--- src/rtl/booth_mac_accum_if.sv ---
// Handshake bundle between the Booth multiplier, the MAC back end and the result consumer.
interface booth_mac_accum_if #(
  parameter int ACC_W   = 12,
  parameter int COUNT_W = 6
);
  logic               clr;
  logic [COUNT_W-1:0] len;
  logic               in_valid;
  logic               in_ready;
  logic [7:0]         prod;
  logic               out_valid;
  logic               out_ready;
  logic [ACC_W-1:0]   acc_out;
  logic               ovf;

  modport slave (
    input  clr, len, in_valid, prod, out_ready,
    output in_ready, out_valid, acc_out, ovf
  );

  modport master (
    output clr, len, in_valid, prod, out_ready,
    input  in_ready, out_valid, acc_out, ovf
  );
endinterface

--- src/rtl/booth_mac_accum.sv ---
// Signed multiply-accumulate back end: sums len Booth products into an ACC_W accumulator.
// Define BOOTH_MAC_SAT_EN for saturating accumulation; default is two's-complement wrap.
module booth_mac_accum #(
  parameter int ACC_W   = 12,
  parameter int COUNT_W = 6
) (
  input  logic             clk,
  input  logic             rst,
  booth_mac_accum_if.slave bus
);
  typedef enum logic [1:0] {IDLE, ACCUM, DONE} state_t;

  localparam logic [COUNT_W-1:0] ONE     = COUNT_W'(1);
  localparam logic [ACC_W-1:0]   ACC_MAX = {1'b0, {(ACC_W-1){1'b1}}};
  localparam logic [ACC_W-1:0]   ACC_MIN = {1'b1, {(ACC_W-1){1'b0}}};

  state_t             r_state;
  logic [ACC_W-1:0]   r_acc;
  logic [COUNT_W-1:0] r_rem;
  logic               r_ovf;
  logic               r_out_valid;

  logic               w_in_ready;
  logic               w_accept;
  logic [ACC_W-1:0]   w_prod_ext;
  logic [ACC_W-1:0]   w_sum;
  logic               w_add_ovf;
  logic [ACC_W-1:0]   w_acc_next;

  assign w_prod_ext[7:0] = bus.prod;
  generate
    for (genvar gi = 8; gi < ACC_W; gi++) begin : g_sext
      assign w_prod_ext[gi] = bus.prod[7];
    end
  endgenerate

  assign w_in_ready = (r_state != DONE);
  assign w_accept   = bus.in_valid && w_in_ready;
  assign w_sum      = r_acc + w_prod_ext;
  // Same-sign addends producing an opposite-sign sum means the true sum left the range.
  assign w_add_ovf  = (r_acc[ACC_W-1] == w_prod_ext[ACC_W-1]) &&
                      (w_sum[ACC_W-1] != r_acc[ACC_W-1]);

`ifdef BOOTH_MAC_SAT_EN
  assign w_acc_next = w_add_ovf ? (r_acc[ACC_W-1] ? ACC_MIN : ACC_MAX) : w_sum;
`else
  assign w_acc_next = w_sum;
`endif

  always_ff @(posedge clk or posedge rst) begin
    if (rst) begin
      r_state     <= IDLE;
      r_acc       <= '0;
      r_rem       <= '0;
      r_ovf       <= 1'b0;
      r_out_valid <= 1'b0;
    end else if (bus.clr) begin
      r_state     <= IDLE;
      r_acc       <= '0;
      r_rem       <= '0;
      r_ovf       <= 1'b0;
      r_out_valid <= 1'b0;
    end else begin
      case (r_state)
        IDLE: begin
          if (w_accept) begin
            r_acc <= w_prod_ext;
            r_ovf <= 1'b0;
            // A zero length behaves as a single-term result.
            r_rem <= (bus.len == '0) ? '0 : bus.len - ONE;
            if (bus.len <= ONE) begin
              r_state     <= DONE;
              r_out_valid <= 1'b1;
            end else begin
              r_state <= ACCUM;
            end
          end
        end
        ACCUM: begin
          if (w_accept) begin
            r_acc <= w_acc_next;
            r_ovf <= r_ovf | w_add_ovf;
            r_rem <= r_rem - ONE;
            if (r_rem == ONE) begin
              r_state     <= DONE;
              r_out_valid <= 1'b1;
            end
          end
        end
        DONE: begin
          if (bus.out_ready) begin
            r_state     <= IDLE;
            r_acc       <= '0;
            r_ovf       <= 1'b0;
            r_out_valid <= 1'b0;
          end
        end
        default: begin
          r_state     <= IDLE;
          r_out_valid <= 1'b0;
        end
      endcase
    end
  end

  assign bus.in_ready  = w_in_ready;
  assign bus.out_valid = r_out_valid;
  assign bus.acc_out   = r_acc;
  assign bus.ovf       = r_ovf;
endmodule

--- src/flat_wrapper.sv ---
// flat-port wrapper written by rule: the top's interface ports become plain ports
module booth_mac_accum_flat 
#(
  parameter int ACC_W   = 12,
  parameter int COUNT_W = 6
)
  (clk, rst, bus_clr, bus_len, bus_in_valid, bus_prod, bus_out_ready, bus_in_ready, bus_out_valid, bus_acc_out, bus_ovf);
  booth_mac_accum_if #(.ACC_W(ACC_W), .COUNT_W(COUNT_W)) bus_i ();
  input  logic clk;
  input  logic rst;
  input wire logic [$bits(bus_i.clr)-1:0] bus_clr;
  input wire logic [$bits(bus_i.len)-1:0] bus_len;
  input wire logic [$bits(bus_i.in_valid)-1:0] bus_in_valid;
  input wire logic [$bits(bus_i.prod)-1:0] bus_prod;
  input wire logic [$bits(bus_i.out_ready)-1:0] bus_out_ready;
  output wire logic [$bits(bus_i.in_ready)-1:0] bus_in_ready;
  output wire logic [$bits(bus_i.out_valid)-1:0] bus_out_valid;
  output wire logic [$bits(bus_i.acc_out)-1:0] bus_acc_out;
  output wire logic [$bits(bus_i.ovf)-1:0] bus_ovf;
  assign bus_i.clr = bus_clr;
  assign bus_i.len = bus_len;
  assign bus_i.in_valid = bus_in_valid;
  assign bus_i.prod = bus_prod;
  assign bus_i.out_ready = bus_out_ready;
  assign bus_in_ready = bus_i.in_ready;
  assign bus_out_valid = bus_i.out_valid;
  assign bus_acc_out = bus_i.acc_out;
  assign bus_ovf = bus_i.ovf;
  booth_mac_accum #(.ACC_W(ACC_W), .COUNT_W(COUNT_W)) u_core (.clk(clk), .rst(rst), .bus(bus_i));
endmodule
--- config.mk ---
export PLATFORM = sky130hd
export DESIGN_NAME = booth_mac_accum_flat
export DESIGN_NICKNAME = d
export VERILOG_FILES = /design/src/rtl/booth_mac_accum_if.sv /design/src/rtl/booth_mac_accum.sv /design/src/flat_wrapper.sv
export SDC_FILE = /design/constraint.sdc
export NUM_CORES = 1
export LEC_CHECK = 0
export CAP_MARGIN = 20
export CELL_PAD_IN_SITES_DETAIL_PLACEMENT = 0
export CELL_PAD_IN_SITES_GLOBAL_PLACEMENT = 1
export CORE_UTILIZATION = 35
export DETAILED_ROUTE_END_ITERATION = 7
export GPL_ROUTABILITY_DRIVEN = 0
export PLACE_DENSITY_LB_ADDON = 0.1
export SLEW_MARGIN = 20
export SYNTH_ARGS = -nofsm -noshare
export SYNTH_HDL_FRONTEND = slang
export SYNTH_SLANG_ARGS = --single-unit
export TNS_END_PERCENT = 10
--- constraint.sdc ---
create_clock -name clk -period 2 [get_ports clk]
set_clock_uncertainty 0.15 [all_clocks]
set_input_delay 0.3 -clock clk [delete_from_list [all_inputs] [get_ports clk]]
set_output_delay 0.3 -clock clk [all_outputs]
set_load 0.03 [all_outputs]
Word-level counts from Yosys, hierarchy flattened. Index checks and enable logic that the tools add are counted. W data, S select, Z words.

Register bits: 22. Bits of input ports: 19. Word-level logic and storage cells: 59. Output and inout port bits: 15.

Bitwise logic cells: 1. Equality and inequality tests: 11. Magnitude comparators: 1. Reduce and logical (&&, ||, !) cells: 10. Add/sub/neg operators: 3. Multiplexer cells: 28.

Operator list (number): $mux W12 (4); $pmux W12 S3 (1); $mux W6 (4); $add A12 B12 Y12 (1); $mux W2 (6); $ne A3 B2 Y1 const B (4); $pmux W6 S2 (1); $sub A6 B1 Y6 const B (2); $mux W1 (9); $reduce_and A4 Y1 (2); $eq A6 B1 Y1 const B (1); $le A6 B1 Y1 const B (1); $logic_not A6 Y1 (1); $pmux W1 S3 (2); $pmux W2 S3 (1); $reduce_and A5 Y1 (1); $reduce_bool A4 Y1 (1); $ne A3 B3 Y1 const B (1); $reduce_and A3 Y1 (1); $reduce_bool A3 Y1 (1); $eq A2 B1 Y1 const B (1); $eq A2 B2 Y1 const B (1); $logic_and A1 B1 Y1 (2); $logic_not A2 Y1 (1); other kinds (4) (4).

Depth between registers and ports, before layout.
Depth after elaboration: 7. Mapped depth: 8. Mapped depth without buffers: 8.

Least setup slack after synthesis. OpenSTA, ideal clock, no wires.

Path kind: reg-to-reg. Start: register u_core.r_acc[0] (netlist: u_core.bus.acc_out[0]). End: register u_core.r_acc[4] (netlist: u_core.bus.acc_out[4]). Stages on the path, launching flop included: 7. Data required time: 1756 ps. Clock period less this slack: 2364 ps. Arrival: 2120 ps. Path buffers: 0. Slack: -364 ps. Cell sequence: dfrtp_1 -> ha_1 -> fa_1 -> a211oi_1 -> nor2_1 -> or4_1 -> a211oi_1.

Word-level cells in the longest chain between the ends: 4.

Ends and longest elaborated chain: from (decl) (RTL line booth_mac_accum.sv:18) `logic [ACC_W-1:0] r_acc;`; from (signal assigned) (RTL line booth_mac_accum.sv:67) `r_acc <= w_prod_ext;`; from (signal assigned) (RTL line booth_mac_accum.sv:81) `r_acc <= w_acc_next;`; $add A12 B12 Y12 (RTL line booth_mac_accum.sv:39) `assign w_sum = r_acc + w_prod_ext;`; $mux W12 (RTL line booth_mac_accum.sv:80) `if (w_accept) begin`; $pmux W12 S3 (RTL line booth_mac_accum.sv:64) `case (r_state)`; $mux W12 (RTL line booth_mac_accum.sv:57) `end else if (bus.clr) begin`.

Every way passes these cells. The select of a mux whose other input is x is not followed. A chain may end at the register's enable or synchronous reset.

Worst setup path after layout.
Start: input port bus_prod[3]. End: register u_core.r_acc[11] (netlist: u_core.bus.acc_out[11]).

Word-level cells in the longest chain between the ends: 4.

Ends and longest elaborated chain: from (decl) (RTL line flat_wrapper.sv:14) `input wire logic [$bits(bus_i.prod)-1:0] bus_prod;`; $add A12 B12 Y12 (RTL line booth_mac_accum.sv:39); $mux W12 (RTL line booth_mac_accum.sv:80); $pmux W12 S3 (RTL line booth_mac_accum.sv:64); $mux W12 (RTL line booth_mac_accum.sv:57).

Every way passes these cells. The select of a mux whose other input is x is not followed.

==> reports/metrics.cfg <==
[outcome]
status=finished with violations
violations=setup timing

[route]
drt.antenna.violating_nets=0
drt_iter0_markers=65
post_drt_wl_per_cell_um=13.2
wl_um=5080
num_vias=1958
drtPass1Iterations=4
drcViolationCount=0
via_per_inst=5.10

[timing]
setup_slack_ns=-0.0923
fmax_mhz=478
maxSlewViolCount=0
post-route-period-util_pct=105
min_period_ns=2.09
setup_violations=5
tightest_slew_ns=0.470
slew_headroom_pct=68.4
fin_tns_setup_ns=-0.322
hold_violations=0
rsz0062_at_grt=true

[cts]
h-tree-depth=1
clock_latency_ns=0.27
cts_max_path_buffers=2
clock-sinks=22
postCtsHoldBufs=0
cts_buffers=3
clkTransAtPathRegs_ns=0.08
clock-root-buffer=clkbuf_8
cts_tree=done

[critical_path]
rrSetupSlack_ns=-0.08
r2r_cells=6
r2r_end=u_core.bus.acc_out[4]$_DFFE_PP0P_
r2r-start=u_core.bus.acc_out[0]$_DFFE_PP0P_
crit_arrival_ns=2.10
cp-end-kind=flop
worstSetupPathType=in -> reg
cp-start-kind=input port
required_ns=2.01
critPathMaxFanout=3

[logic_synthesis]
yosysSeqAreaShare_pct=30.1
yosysWarningCount=0
syn_nets=257
mappedNetlistArea_mm2=0.00183
async_flop_share_pct=100
synth_edf_count=0
ys_ff_latch=22
syn_inst=219
ys.flop_type=dfrtp_1
ys_types=44
avgSynthCellArea_um2=8.34

[floorplan]
fp.dieH_um=74.2
dieArea_mm2=0.00551
ios=34
start_util_pct=37.4
design.core.area_mm2=0.00488
die_x_um=74.2
rows=25

[power]
p_leak_uw=0.00130
finalPower_uw=3840
power_density_mw_per_mm2=1350
ir_worst_vdd_mv=0.539

[flow_run]
drv_cap=0

[grt]
grt_pass1_vias=1907
grt_start_max_net_pins=23
grt-ovfl-total=0
grt_antenna_before_repair=0
grt_usage_pct=19.5
grt_pass1_wl_um=8400

[finish]
fillers=483
nNetsFinal=356
antennaDiodeCount=0
mostFrequentLayoutCell=buf_4
register_area_um2=553
drive_gt1_share_pct=31.5
multi_input_area_mm2=0.00130
syn_to_final_growth_pct=56.2
final_cell_mix=63 x buf_4, 29 x clkdlybuf4s50_1, 22 x nor2_1

[place]
dp.final_hpwl_um=3920
portBuffers=33

[min_path]
hold_path.class=in -> async

==> worst max-delay path, cell delays in order <==
cell and delay, ns:
clkdlybuf4s50_1 0.48, ha_1 0.24, a21o_1 0.18, a21oi_2 0.17
a21boi_2 0.11, a311o_2 0.36, xnor2_1 0.18, o21ai_1 0.08
==> logic make-up (layout without fill, tap and decap cells) <==
kind of cell	Yosys count	in the layout	share of synthesized area, %
simple gates	73	73	19.9
flops	22	22	30.1
buf+inv	17	115	3.56
mux	2	2	1.10
compound gates	77	77	27.5
fa+ha+maj	19	19	13.4
xor+xnor	9	9	4.31
==> cell type report <==
class                           instances  share of cell area, %
Multi-Input combinational cell        180                   45.6
Timing Repair Buffer                   97                   28.4
Sequential cell                        22                   19.4
Tap cell                               67                   2.94
Clock buffer                            4                   1.93
Inverter                               14                   1.84
==> synth_stat cells, drive strengths merged (2+ instances only) <==
| library cell | number | area share, % |
|---|---|---|
| nor2 | 27 | 5.5 |
| o21ai | 23 | 6.3 |
| dfrtp | 22 | 30 |
| a21oi | 19 | 6.4 |
| ha | 18 | 12 |
| nand2 | 17 | 3.5 |
| inv | 14 | 2.9 |
| nor3 | 9 | 3.1 |
| a31oi | 6 | 2.1 |
| a211oi | 5 | 2.1 |
| o31ai | 5 | 2.1 |
| xnor2 | 5 | 2.4 |
| a21o | 4 | 1.6 |
| xor2 | 4 | 1.9 |
| and3 | 3 | 1.3 |
| nand3 | 3 | 0.82 |
| nand4 | 3 | 1.0 |
| nor2b | 3 | 1.2 |
| a221oi | 2 | 0.96 |
| a22o | 2 | 0.96 |
| a22oi | 2 | 0.82 |
| clkbuf | 2 | 0.41 |
| mux2i | 2 | 1.1 |
| o211ai | 2 | 0.82 |
| o22ai | 2 | 0.68 |
| or4 | 2 | 0.82 |
==> per-stage QoR <==
step	utilization [%]	std cells	worst slack, ns	instance area (µm²)	hold WS, ns
2_1_floorplan	-	219	-0.130	1850	0.139
3_3_place_gp	55.8	379	-0.492	2720	0.337
3_5_place_dp	55.8	379	-0.504	2720	0.354
4_1_cts	57.2	383	-0.117	2790	0.222
5_1_grt	58.5	384	-0.208	2850	0.266
6_report	58.5	384	-0.0923	2850	0.214
==> worst max-delay path by stage <==
stage | depth (start not counted) | slack, ns | startpoint | end
after global placement | 10 | -0.49 | bus_prod[0] | u_core.bus.acc_out[10]$_DFFE_PP0P_
after floorplan | 8 | -0.13 | u_core.bus.acc_out[0]$_DFFE_PP0P_ | u_core.bus.acc_out[10]$_DFFE_PP0P_
after CTS | 9 | -0.12 | u_core.bus.acc_out[0]$_DFFE_PP0P_ | u_core.bus.acc_out[10]$_DFFE_PP0P_
after detailed placement | 10 | -0.50 | bus_prod[0] | u_core.bus.acc_out[10]$_DFFE_PP0P_
after global routing | 9 | -0.21 | u_core.bus.acc_out[0]$_DFFE_PP0P_ | u_core.bus.acc_out[8]$_DFFE_PP0P_
final | 8 | -0.09 | bus_prod[3] | u_core.bus.acc_out[11]$_DFFE_PP0P_
==> flip-flops by register name, summed over array words and instances (netlist names) <==
register and count:
u_core.r_state 2, u_core.bus.ovf 1, u_core.r_rem 6, u_core.bus.out_valid 1, u_core.bus.acc_out 12
==> timing repair <==
action | in CTS | in global routing
resized for setup | 7 | 15
pin swaps | 3 | 3
buffers inserted | 0 | 1
setup endpoints to repair | 9 | 21
==> metal layers <==
| metal | part of all wire, % | global-route usage (%) | up-vias |
|---|---|---|---|
| met5 | 0 | 0 | - |
| met4 | 0.87 | 4.19 | 0 |
| met3 | 2.9 | 3.12 | 4 |
| met2 | 47 | 33.1 | 31 |
| met1 | 49 | 26.2 | 917 |
| li1 | - | - | 1006 |
==> where the power goes <==
part / total, µW / switching (µW) / internal, µW
registers: 774 / 152 / 622
logic: 2730 / 1430 / 1300
clock network: 337 / 161 / 176
(Power assumes the default switching activity.)
